--- src/rtl/downcounter_timer.sv ---
// downcounter_timer
//   Loadable down-counting interval timer. A start loads N and the counter
//   steps down to zero, pulsing oDone for one cycle at the terminal edge.
//   When auto-reload is enabled it reloads N at the terminal edge and keeps
//   running, so it can act as a periodic strobe. The timer can be paused or
//   aborted while it is running.
//
// Ports
//   Clock        in   1     clock; all state changes on posedge
//   Reset        in   1     asynchronous, active-high reset
//   iStart       in   1     load iLoadValue and (re)start
//   iLoadValue   in   SIZE  count value N, sampled on start and on reload
//   iAutoReload  in   1     reload at terminal count and keep running
//   iPause       in   1     hold the count while running
//   iAbort       in   1     stop immediately, with no oDone
//   oCount       out  SIZE  registered current count
//   oBusy        out  1     registered; high while in RUN
//   oDone        out  1     registered one-cycle terminal-count pulse
module downcounter_timer #(
  parameter int SIZE = 16
) (
  input  logic            Clock,
  input  logic            Reset,
  input  logic            iStart,
  input  logic [SIZE-1:0] iLoadValue,
  input  logic            iAutoReload,
  input  logic            iPause,
  input  logic            iAbort,
  output logic [SIZE-1:0] oCount,
  output logic            oBusy,
  output logic            oDone
);

  typedef enum logic {IDLE, RUN} state_t;

  state_t          state_q;
  logic [SIZE-1:0] count_q;
  logic            busy_q;
  logic            done_q;

  logic            load_zero;
  logic            at_terminal;

  assign load_zero   = (iLoadValue == '0);
  assign at_terminal = (count_q == SIZE'(1));

  // Each cycle is resolved in this order:
  // abort, then start, then pause / terminal count, then decrement.
  always_ff @(posedge Clock or posedge Reset) begin
    if (Reset) begin
      state_q <= IDLE;
      count_q <= '0;
      busy_q  <= 1'b0;
      done_q  <= 1'b0;
    end else begin
      done_q <= 1'b0;
      case (state_q)
        IDLE: begin
          // Abort and pause have no effect here; the count holds its value.
          if (iStart) begin
            if (load_zero) begin
              // Waiting zero cycles completes at once and never enters RUN.
              done_q  <= 1'b1;
              count_q <= '0;
            end else begin
              count_q <= iLoadValue;
              busy_q  <= 1'b1;
              state_q <= RUN;
            end
          end
        end
        RUN: begin
          if (iAbort) begin
            count_q <= '0;
            busy_q  <= 1'b0;
            state_q <= IDLE;
          end else if (iStart) begin
            // A restart replaces the current interval, so the terminal edge
            // of the old interval produces no oDone.
            if (load_zero) begin
              done_q  <= 1'b1;
              count_q <= '0;
              busy_q  <= 1'b0;
              state_q <= IDLE;
            end else begin
              count_q <= iLoadValue;
            end
          end else if (iPause) begin
            // Hold, and suppress the terminal pulse while paused.
            count_q <= count_q;
          end else if (at_terminal) begin
            // The counter goes from 1 straight to 0 or to N. It never
            // decrements from 0, so it cannot wrap.
            done_q <= 1'b1;
            if (iAutoReload && !load_zero) begin
              count_q <= iLoadValue;
            end else begin
              count_q <= '0;
              busy_q  <= 1'b0;
              state_q <= IDLE;
            end
          end else begin
            count_q <= count_q - SIZE'(1);
          end
        end
        default: begin
          state_q <= IDLE;
          count_q <= '0;
          busy_q  <= 1'b0;
        end
      endcase
    end
  end

  assign oCount = count_q;
  assign oBusy  = busy_q;
  assign oDone  = done_q;

endmodule

--- config.mk ---
export PLATFORM = sky130hd
export DESIGN_NAME = downcounter_timer
export DESIGN_NICKNAME = d
export VERILOG_FILES = /design/src/rtl/downcounter_timer.sv
export SDC_FILE = /design/constraint.sdc
export NUM_CORES = 1
export LEC_CHECK = 0
export CAP_MARGIN = 0
export CORE_ASPECT_RATIO = 0.5
export CORE_MARGIN = 4
export CORE_UTILIZATION = 42
export CTS_CLUSTER_DIAMETER = 200
export DETAILED_ROUTE_END_ITERATION = 6
export GPL_TIMING_DRIVEN = 0
export PLACE_DENSITY_LB_ADDON = 0.08
export SLEW_MARGIN = 20
export SYNTH_ARGS = -nofsm -noshare
export SYNTH_HDL_FRONTEND = slang
export SYNTH_SLANG_ARGS = --single-unit
--- constraint.sdc ---
create_clock -name Clock -period 1.9 [get_ports Clock]
set_clock_uncertainty 0.05 [all_clocks]
set_input_delay 0.38 -clock Clock [delete_from_list [all_inputs] [get_ports Clock]]
set_output_delay 0.38 -clock Clock [all_outputs]
set_load 0.03 [all_outputs]
# Yosys cells after proc, flatten, opt, wreduce, memory -nomap -nowiden
# Cells that the tools add are included.
# Widths: inputs -> output; s select.
dict set report classes {
  addsub 1
  eq_ne 7
  n_mux 32
  bitwise_logic 1
  reduce_logical 5
}
# cell n
set ops {}
lappend ops {{$mux 16} 7}
lappend ops {{$pmux 16 s2} 1}
lappend ops {{$mux 1} 21}
lappend ops {{$eq 16x1->1 const B} 1}
lappend ops {{$logic_not 16->1} 1}
lappend ops {{$sub 16x1->16 const B} 1}
lappend ops {{$ne 4x3->1 const B} 2}
lappend ops {{$ne 4x4->1 const B} 2}
lappend ops {{$pmux 1 s2} 3}
lappend ops {{$reduce_and 6->1} 1}
lappend ops {{$ne 2x2->1 const B} 2}
lappend ops {{$reduce_and 2->1} 1}
lappend ops {{$logic_and 1x1->1} 1}
lappend ops {{$logic_not 1->1} 1}
lappend ops {{$not 1->1} 1}
dict set report totals {
  regBits 19
  out_inout_bits 18
}

# Logic depth before layout (Yosys ltp)
# Gate-level depths: netlist of run 1.
dict set report logic_depth {
  depth_word 9
  ltp_mapped 9
  ltp_nobuf 7
}

# Worst setup path after synthesis of run 1
# OpenSTA, ideal clock, no wires.
dict set report synth_timing {
  kind {register to register}
  startpoint {register count_q[1], in the netlist oCount[1]}
  endpoint {register count_q[11], in the netlist oCount[11]}
  setup_ns 0.126
  t_arrival_ns 2.096
  t_required_ns 1.724
  path_slack_ns -0.372
  path_stages_with_launch 10
  synth_period_minus_slack_ns 2.272
  cell_sequence {dfrtp_1 -> inv_1 -> ha_1 -> nor4b_1 -> and4_1 -> buf_6 -> a31o_4 -> and2_4 -> buf_6 -> a221o_1}
}
dict set report synth_via {
  elab_chain_len 6
  elab_cells_between_ends 7
  classes_between {1 x add/sub; 1 x eq/ne; 5 x mux}
}
# element line_no
set synth_lines {}
lappend synth_lines {{start, declared} 37} ;# logic [SIZE-1:0] count_q;
lappend synth_lines {{start signal, assigned} 66} ;# count_q <= iLoadValue;
lappend synth_lines {{start signal, assigned} 86} ;# count_q <= iLoadValue;
lappend synth_lines {{start signal, assigned} 90} ;# count_q <= count_q;
lappend synth_lines {{$sub 16x1->16 / $eq 16x1->1 (equally long branches)} {103, 45}}
lappend synth_lines {{$mux 16 (*)} 91} ;# end else if (at_terminal) begin
lappend synth_lines {{$mux 16 (*)} 88} ;# end else if (iPause) begin
lappend synth_lines {{$mux 16 (*)} 77} ;# end else if (iStart) begin
lappend synth_lines {{$mux 16 (*)} 73} ;# if (iAbort) begin
lappend synth_lines {{$pmux 16 s2 (*)} 57} ;# case (state_q)
# Every way passes the cells marked *; elsewhere a longest branch is shown, timed or not. The select of a mux whose other input is x is not followed.
# A chain may end at the register's enable or synchronous reset.

# Worst setup path in the final report of run 1
dict set report layout_timing {
  startpoint {register count_q[0], in the netlist oCount[0]}
  endpoint {register count_q[14], in the netlist oCount[14]}
}
# Same word-level chain as after synthesis.

==> impl_results.md, run 1 <==
- Yosys warns: 0
- Required time at the worst-slack endpoint: 2.02 ns
- Register-to-Register Setup Slack: -0.03 ns
- Proportion of synthesized flip-flops having asynchronous set or reset: 100%
- Path type of the worst setup path: register to register
- Critical path's slowest cell: sky130_fd_sc_hd__dfrtp_2
- Post-synthesis register bit count: 19
- DRT iter0 DRCs: 129
- Routed wire length per instance: 20.9 um
- Highest clock rate: 517 MHz
- Class of the tightest hold or removal check: primary input to register
- DRC violations left: 0
- Min Tclk post-route: 1.93 ns
- Final setup vio count: 1
- EDFF count, synth: 0
- Clk network pwr share: 19.0%
- Remaining antenna violation count: 0
- Final-layout fill cell count: 209
- Headroom to the max-slew limit: 49.4%
- Violations in the final reports: setup timing
- Switch Pwr: 694 uW
- Via count normalized by instance count: 6.34
- Routed via count: 1,622
- Largest net degree at the start of global routing: 20
- Clock edge transition at the registers on the reported setup and hold paths: 0.09 ns
- Core Area: 0.00305 mm2
- Predominant post-synthesis flop cell: sky130_fd_sc_hd__dfrtp_1
- Unrepaired setup endpoints after global routing: true
- Max-cap viol count: 0
- Starting utilization of the core area: 44.3%
- Number of placed instances, taps included: 230
- Maximum buffer depth of the clock tree: 2
- Worst Setup End Kind: register
- Vert. Die Dim: 48.1 um
- Arrival time worst endpoint: 2.06 ns
- Non-Filler Cell Area, Final: 0.00229 mm2
- Largest cells by area after synthesis: sky130_fd_sc_hd__dfrtp_1 (35%), sky130_fd_sc_hd__nor4_1 (4.2%), sky130_fd_sc_hd__nand3_1 (3.7%), sky130_fd_sc_hd__nor3_1 (3.7%), sky130_fd_sc_hd__o21ai_0 (3.7%)
- Power density of the placed cells: 715 mW/mm2
- Sum of net half-perimeters after detailed placement: 3150 um
- Initial antenna violation count: 0
- Post-synthesis instance area: 0.00135 mm2
- Top-Level Pins: 40
- H-tree depth reported by CTS: 1
- Largest fanout of any net on the critical path: 6
- Post-route fraction of the period consumed by the critical path: 102%
- Synthesized netlist net count: 175
- Final antenna diode count: 0
- Area share of the leading cell type in the synthesized netlist: 35.2%
- Hold Vio Cnt, Final: 0
- Die footprint: 0.00424 mm2
- Vias in the first global route: 1,404
- Share of layout cells above drive strength 1: 36.6%
- Util after Layout: 75.2%
- Clock Latency Late Sink: 0.28 ns
- Standby leakage power: 0.00102 uW
- Cells along the critical path: buf_4, inv_1, ha_2, nand4_1, o211ai_1, a21boi_0, a211o_2
- Total track usage: 23.3%
- Internal Power: 945 uW
- Logic gate share of total power: 45.8%
- Post-Syn Instances: 151
- Std-Cell Rows: 14
- CTS sink cnt: 19
- Peak supply drop: 0.441 mV
- Placer Congestion: 0.892
- Biggest cell delay along the critical path: 0.44 ns
- Instance area at placement: 0.00183 mm2
- Layout Area Growth over Synthesis: 69.8%
- Final global-route overflow total: 0
- Most used cells in the layout excluding fill and tap cells: sky130_fd_sc_hd__buf_4 (23), sky130_fd_sc_hd__clkdlybuf4s50_1 (14), sky130_fd_sc_hd__dlygate4sd2_1 (14), sky130_fd_sc_hd__dfrtp_1 (12), sky130_fd_sc_hd__dlymetal6s2s_1 (11)
- Tightest Pin Transition: 0.759 ns
- Detailed-routing iteration count for the pre-antenna-repair pass: 4
- Clock tree from TritonCTS: built
- Number of port buffers: 39
- Result of the run: finished with violations
- Final WL: 5350 um
- Library cell used as clock root buffer: sky130_fd_sc_hd__clkbuf_8
- Startpoint types: register
- Final Non-Filler Cells: 256
- Mean Syn Cell Area: 8.94 um2
- Total CTS buffers: 3
- Commonest non-fill, non-tap cell in the layout: sky130_fd_sc_hd__buf_4
- Portion of total power attributed to sequential cells: 35.2%
- Smallest setup slack after layout: -0.0346 ns
- Switching power share of the total: 42.3%
- Wire length of the first global-routing pass: 7190 um
- Horizontal extent of the die: 88.2 um
- Top cell type by total area after synthesis: sky130_fd_sc_hd__dfrtp_1
- Number of distinct library cells after synthesis: 44
- Final nets: 241
- Proportion of synthesized chip area in sequential cells: 35.2%
- Number of pins exceeding their max-slew limit in the final report: 0
==> power by group through the flow <==
stage / combinational, uW / clock [uW] / sequential (uW)
CTS: 635 / 305 / 565
global placement: 591 / 0 / 572
global route: 792 / 325 / 588
finish: 751 / 311 / 577
detailed placement: 595 / 0 / 575
floorplan: 248 / 0 / 671
==> per-stage QoR <==
step | power [uW] | setup slack (ns) | hold WS [ns] | setup TNS (ns)
after floorplan | 919 | -0.184 | 0.281 | -1.12
after global placement | 1160 | -0.608 | 0.488 | -7.73
after detailed placement | 1170 | -0.562 | 0.484 | -7.20
after CTS | 1510 | -0.0194 | 0.467 | -0.0327
after global routing | 1700 | -0.148 | 0.432 | -0.644
final | 1640 | -0.0346 | 0.442 | -0.0346
==> cells by family after synthesis <==
logic type,Yosys count,share of synthesized area (%)
compound gates,51,28.0
fa+ha+maj,2,1.85
buf+inv,15,6.86
flops,19,35.2
mux,2,1.58
simple gates,62,26.5
==> cell type report <==
class / count / area [um2] / area share (%)
plain buffers: 4 / 37.5 / 1.64
clock buffers: 3 / 41.3 / 1.80
clock inverters: 1 / 5.00 / 0.218
inverters: 8 / 30.0 / 1.31
multi-input cells: 117 / 1040 / 45.6
flip-flops and latches: 19 / 484 / 21.1
well taps: 40 / 50.0 / 2.18
repair buffers: 64 / 599 / 26.1
==> registers in the layout, summed over array words and instances (netlist names) <==
| name | cells |
|---|---|
| oDone | 1 |
| oBusy | 1 |
| oCount | 16 |
| state_q | 1 |
==> cell usage after synthesis (2+ instances only) <==
cell,count
sky130_fd_sc_hd__a211o_2,2
sky130_fd_sc_hd__a211oi_1,2
sky130_fd_sc_hd__a21boi_0,4
sky130_fd_sc_hd__a21o_1,2
sky130_fd_sc_hd__a21oi_1,7
sky130_fd_sc_hd__a221o_1,4
sky130_fd_sc_hd__a32oi_1,2
sky130_fd_sc_hd__and3_1,2
sky130_fd_sc_hd__buf_6,3
sky130_fd_sc_hd__clkbuf_1,2
sky130_fd_sc_hd__dfrtp_1,19
sky130_fd_sc_hd__ha_1,2
sky130_fd_sc_hd__inv_1,8
sky130_fd_sc_hd__nand2_1,8
sky130_fd_sc_hd__nand3_1,10
sky130_fd_sc_hd__nand4_1,3
sky130_fd_sc_hd__nor2_1,8
sky130_fd_sc_hd__nor3_1,10
sky130_fd_sc_hd__nor4_1,9
sky130_fd_sc_hd__o211ai_1,5
sky130_fd_sc_hd__o21ai_0,10
sky130_fd_sc_hd__o22ai_1,2
sky130_fd_sc_hd__o311ai_0,4
sky130_fd_sc_hd__o31ai_1,2
sky130_fd_sc_hd__or3_1,2
==> routing by layer <==
layer	vias to the layer above	GRT usage [%]	part of all wire (%)
met5	-	0	0
met4	0	7.83	1.8
met3	11	6.07	11
met2	95	34.5	46
met1	783	33.4	42
li1	733	-	-
==> critical path, delay by kind of cell, from the launching register on <==
family | cells | cell delay [ns]
AOI/OAI and AO/OA | 3 | 0.66
DFF | 1 | 0.44
adders and majority gates | 1 | 0.29
buffers and inverters | 2 | 0.28
and+or+nand+nor | 1 | 0.13
==> final timing paths <==
kind,start,to,cells after the start
worst max-delay path,oCount[0],oCount[14],7
worst min-delay path,iLoadValue[13],oCount[13],2
worst max register to register,oCount[0],oCount[14],7
worst min register to register,oBusy,oBusy,2
max in group asynchronous,Reset,oCount[3],2
min in group asynchronous,Reset,oCount[8],2
==> what timing repair did <==
action                                  in CTS  in global routing
resized for setup                           31                 55
hold buffers                                 0                  0
pin swaps                                   13                 11
gates cloned                                 0                  1
endpoints found under the setup margin      22                 25
buffers inserted                            17                  7
(Power assumes the default switching activity.)
==> run 2: changes to the inputs <==
Clock period 1.9 ns to 1.7 ns, I/O delays scaled along.
==> run 2 against run 1 <==
  * The flow still finishes with violations (setup timing)
  * Combinational power decreased by 2%
  * Hold slack worse by 0.081 ns
  * Register-to-register slack worse by 0.21 ns
  * Critical endpoint is now oCount[11]
  * Highest routed layer unchanged
==> impl_results.md, run 2 (synthesis results as in run 1) <==
- Result of the run: finished with violations
- Power density of the placed cells: 797 mW/mm2
- Path type of the worst setup path: register to register
- Routed via count: 1,554
- Share of layout cells above drive strength 1: 31.6%
- Storage element area: 484 um2
- Hold path cells: 2
- Violations in the final reports: setup timing
- Register-to-Register Setup Slack: -0.24 ns
- Min Tclk post-route: 1.94 ns
- Final nets: 231
- Die footprint: 0.00424 mm2
- Peak supply drop: 0.574 mV
- Tightest Pin Transition: 0.810 ns
- Post-route fraction of the period consumed by the critical path: 114%
- Routed wire length per instance: 19.1 um
- Final global-route overflow total: 0
- Layout Area Growth over Synthesis: 58.8%
- Cells along the critical path: ha_4, nor4b_4, and4_1, buf_6, a31o_4, and2_4, a221o_1
- Starting utilization of the core area: 44.3%
- Max FFs per register: 16
- Initial antenna violation count: 0
- Reg-to-Reg Start: oCount[0]
- Cell family with the largest share of critical-path delay: compound AO/OA/AOI/OAI gates
- Final-layout fill cell count: 249
- Worst Setup End Kind: register
- Placer Congestion: 0.891
- Wire length of the first global-routing pass: 7180 um
- Hold-critical path endpoint: oCount[5]
- Core Area: 0.00305 mm2
- Buf+Inv Stages, Crit Path: 1
- Sum of net half-perimeters after detailed placement: 3240 um
- Number of cells traversed by the worst register-to-register path: 7
- Top-Level Pins: 40
- Startpoint types: register
- Final setup vio count: 18
- Multi-input gate area: 990 um2
- Hold Vio Cnt, Final: 0
- Instance area at placement: 0.00183 mm2
- Maximum buffer depth of the clock tree: 2
- Vias in the first global route: 1,482
- Number of pins exceeding their max-slew limit in the final report: 0
- Std-Cell Rows: 14
- Non-Filler Cell Area, Final: 0.00214 mm2
- Required time at the worst-slack endpoint: 1.79 ns
- Util after Layout: 70.3%
- Largest fanout of any net on the critical path: 6
- Unrepaired setup endpoints after global routing: true
- Standby leakage power: 0.000902 uW
- DRC violations left: 0
- Detailed-routing iteration count for the pre-antenna-repair pass: 4
- CTS sink cnt: 19
- Clock Latency Late Sink: 0.27 ns
- Via count normalized by instance count: 6.32
- Horizontal extent of the die: 88.2 um
- Final WL: 4710 um
- Highest clock rate: 514 MHz
- Worst R2R End: oCount[11]
- Critical path's slowest cell: sky130_fd_sc_hd__dfrtp_2
- DRT iter0 DRCs: 223
- H-tree depth reported by CTS: 1
- Commonest non-fill, non-tap cell in the layout: sky130_fd_sc_hd__dlygate4sd2_1
- Max-cap viol count: 0
- Biggest cell delay along the critical path: 0.44 ns
- Most used cells in the layout excluding fill and tap cells: sky130_fd_sc_hd__dlygate4sd2_1 (22), sky130_fd_sc_hd__buf_4 (13), sky130_fd_sc_hd__clkdlybuf4s50_1 (12), sky130_fd_sc_hd__dfrtp_1 (12)
- Headroom to the max-slew limit: 46.0%
- Class of the tightest hold or removal check: primary input to register
- Smallest setup slack after layout: -0.245 ns
- Remaining antenna violation count: 0
- Largest net degree at the start of global routing: 20
- Vert. Die Dim: 48.1 um
- Library cell used as clock root buffer: sky130_fd_sc_hd__clkbuf_8
- Total CTS buffers: 3
- Total power of the final layout: 1710 uW
- Total track usage: 22.9%
- Clock tree from TritonCTS: built
- Arrival time worst endpoint: 2.04 ns
- Startpoint of the tightest hold check path: iLoadValue[5]
- Final antenna diode count: 0
- Clock edge transition at the registers on the reported setup and hold paths: 0.08 ns
- Number of port buffers: 39
==> run 2: per-layer routing <==
| layer | GRT usage, % | wire, um |
|---|---|---|
| met5 | 0 | 0 |
| met4 | 7.83 | 53 |
| met1 | 31.6 | 2100 |
| met3 | 6.75 | 527 |
| met2 | 35.2 | 2020 |
==> run 2: stage by stage <==
step / instances / setup TNS (ns) / worst slack (ns) / hold WS (ns)
3_5_place_dp: 230 / -12.32 / -0.915 / 0.495
4_1_cts: 245 / -2.89 / -0.248 / 0.476
6_report: 246 / -2.87 / -0.245 / 0.361
2_1_floorplan: 151 / -4.32 / -0.385 / 0.241
5_1_grt: 246 / -4.43 / -0.288 / 0.374
3_3_place_gp: 230 / -12.35 / -0.941 / 0.488
==> run 2: timing repair <==
| item | in CTS | in global routing |
|---|---|---|
| endpoints found under the setup margin | 36 | 20 |
| resized for setup | 48 | 27 |
| pin swaps | 16 | 12 |
| hold buffers | 0 | 0 |
| buffers inserted | 13 | 1 |
==> run 2: power breakdown <==
group	total [uW]	internal, uW	leakage, uW	switching [uW]
logic	733	310	0.000649	424
registers	639	524	0.000227	115
clock network	335	164	0.0000255	171
total	1710	997	0.000902	710
==> run 2: area by class of cell <==
type,instances,share of cell area (%)
multi-input combinational,117,46.2
timing repair buffer,53,22.8
sequential,19,22.6
buffer,5,2.45
tap,40,2.34
clock buffer,3,1.93
inverter,8,1.52
clock inverter,1,0.234
==> run 2: how the worst max path moves through the flow <==
stage	startpoint	end	slack (ns)	depth (start not counted)
floorplan	oCount[1]	oCount[11]	-0.38	9
finish	oCount[0]	oCount[11]	-0.24	7
CTS	oCount[0]	oCount[11]	-0.25	7
detailed placement	iLoadValue[5]	oCount[11]	-0.92	7
global route	oCount[3]	oCount[12]	-0.29	8
global placement	iLoadValue[2]	oCount[11]	-0.94	7
==> run 2: worst register-to-register path, cell delays in order (launching register included) <==
cell                      delay [ns]
sky130_fd_sc_hd__dfrtp_2        0.44
sky130_fd_sc_hd__ha_4           0.16
sky130_fd_sc_hd__nor4b_4        0.13
sky130_fd_sc_hd__and4_1         0.17
sky130_fd_sc_hd__buf_6          0.13
sky130_fd_sc_hd__a31o_4         0.23
sky130_fd_sc_hd__and2_4         0.19
sky130_fd_sc_hd__a221o_1        0.33
==> run 3: changes to the inputs <==
Settings changed: CTS_CLUSTER_SIZE set to 8.
==> results of run 3 <==
Same layout as run 2: the final DEF is identical, and so are final timing and power.
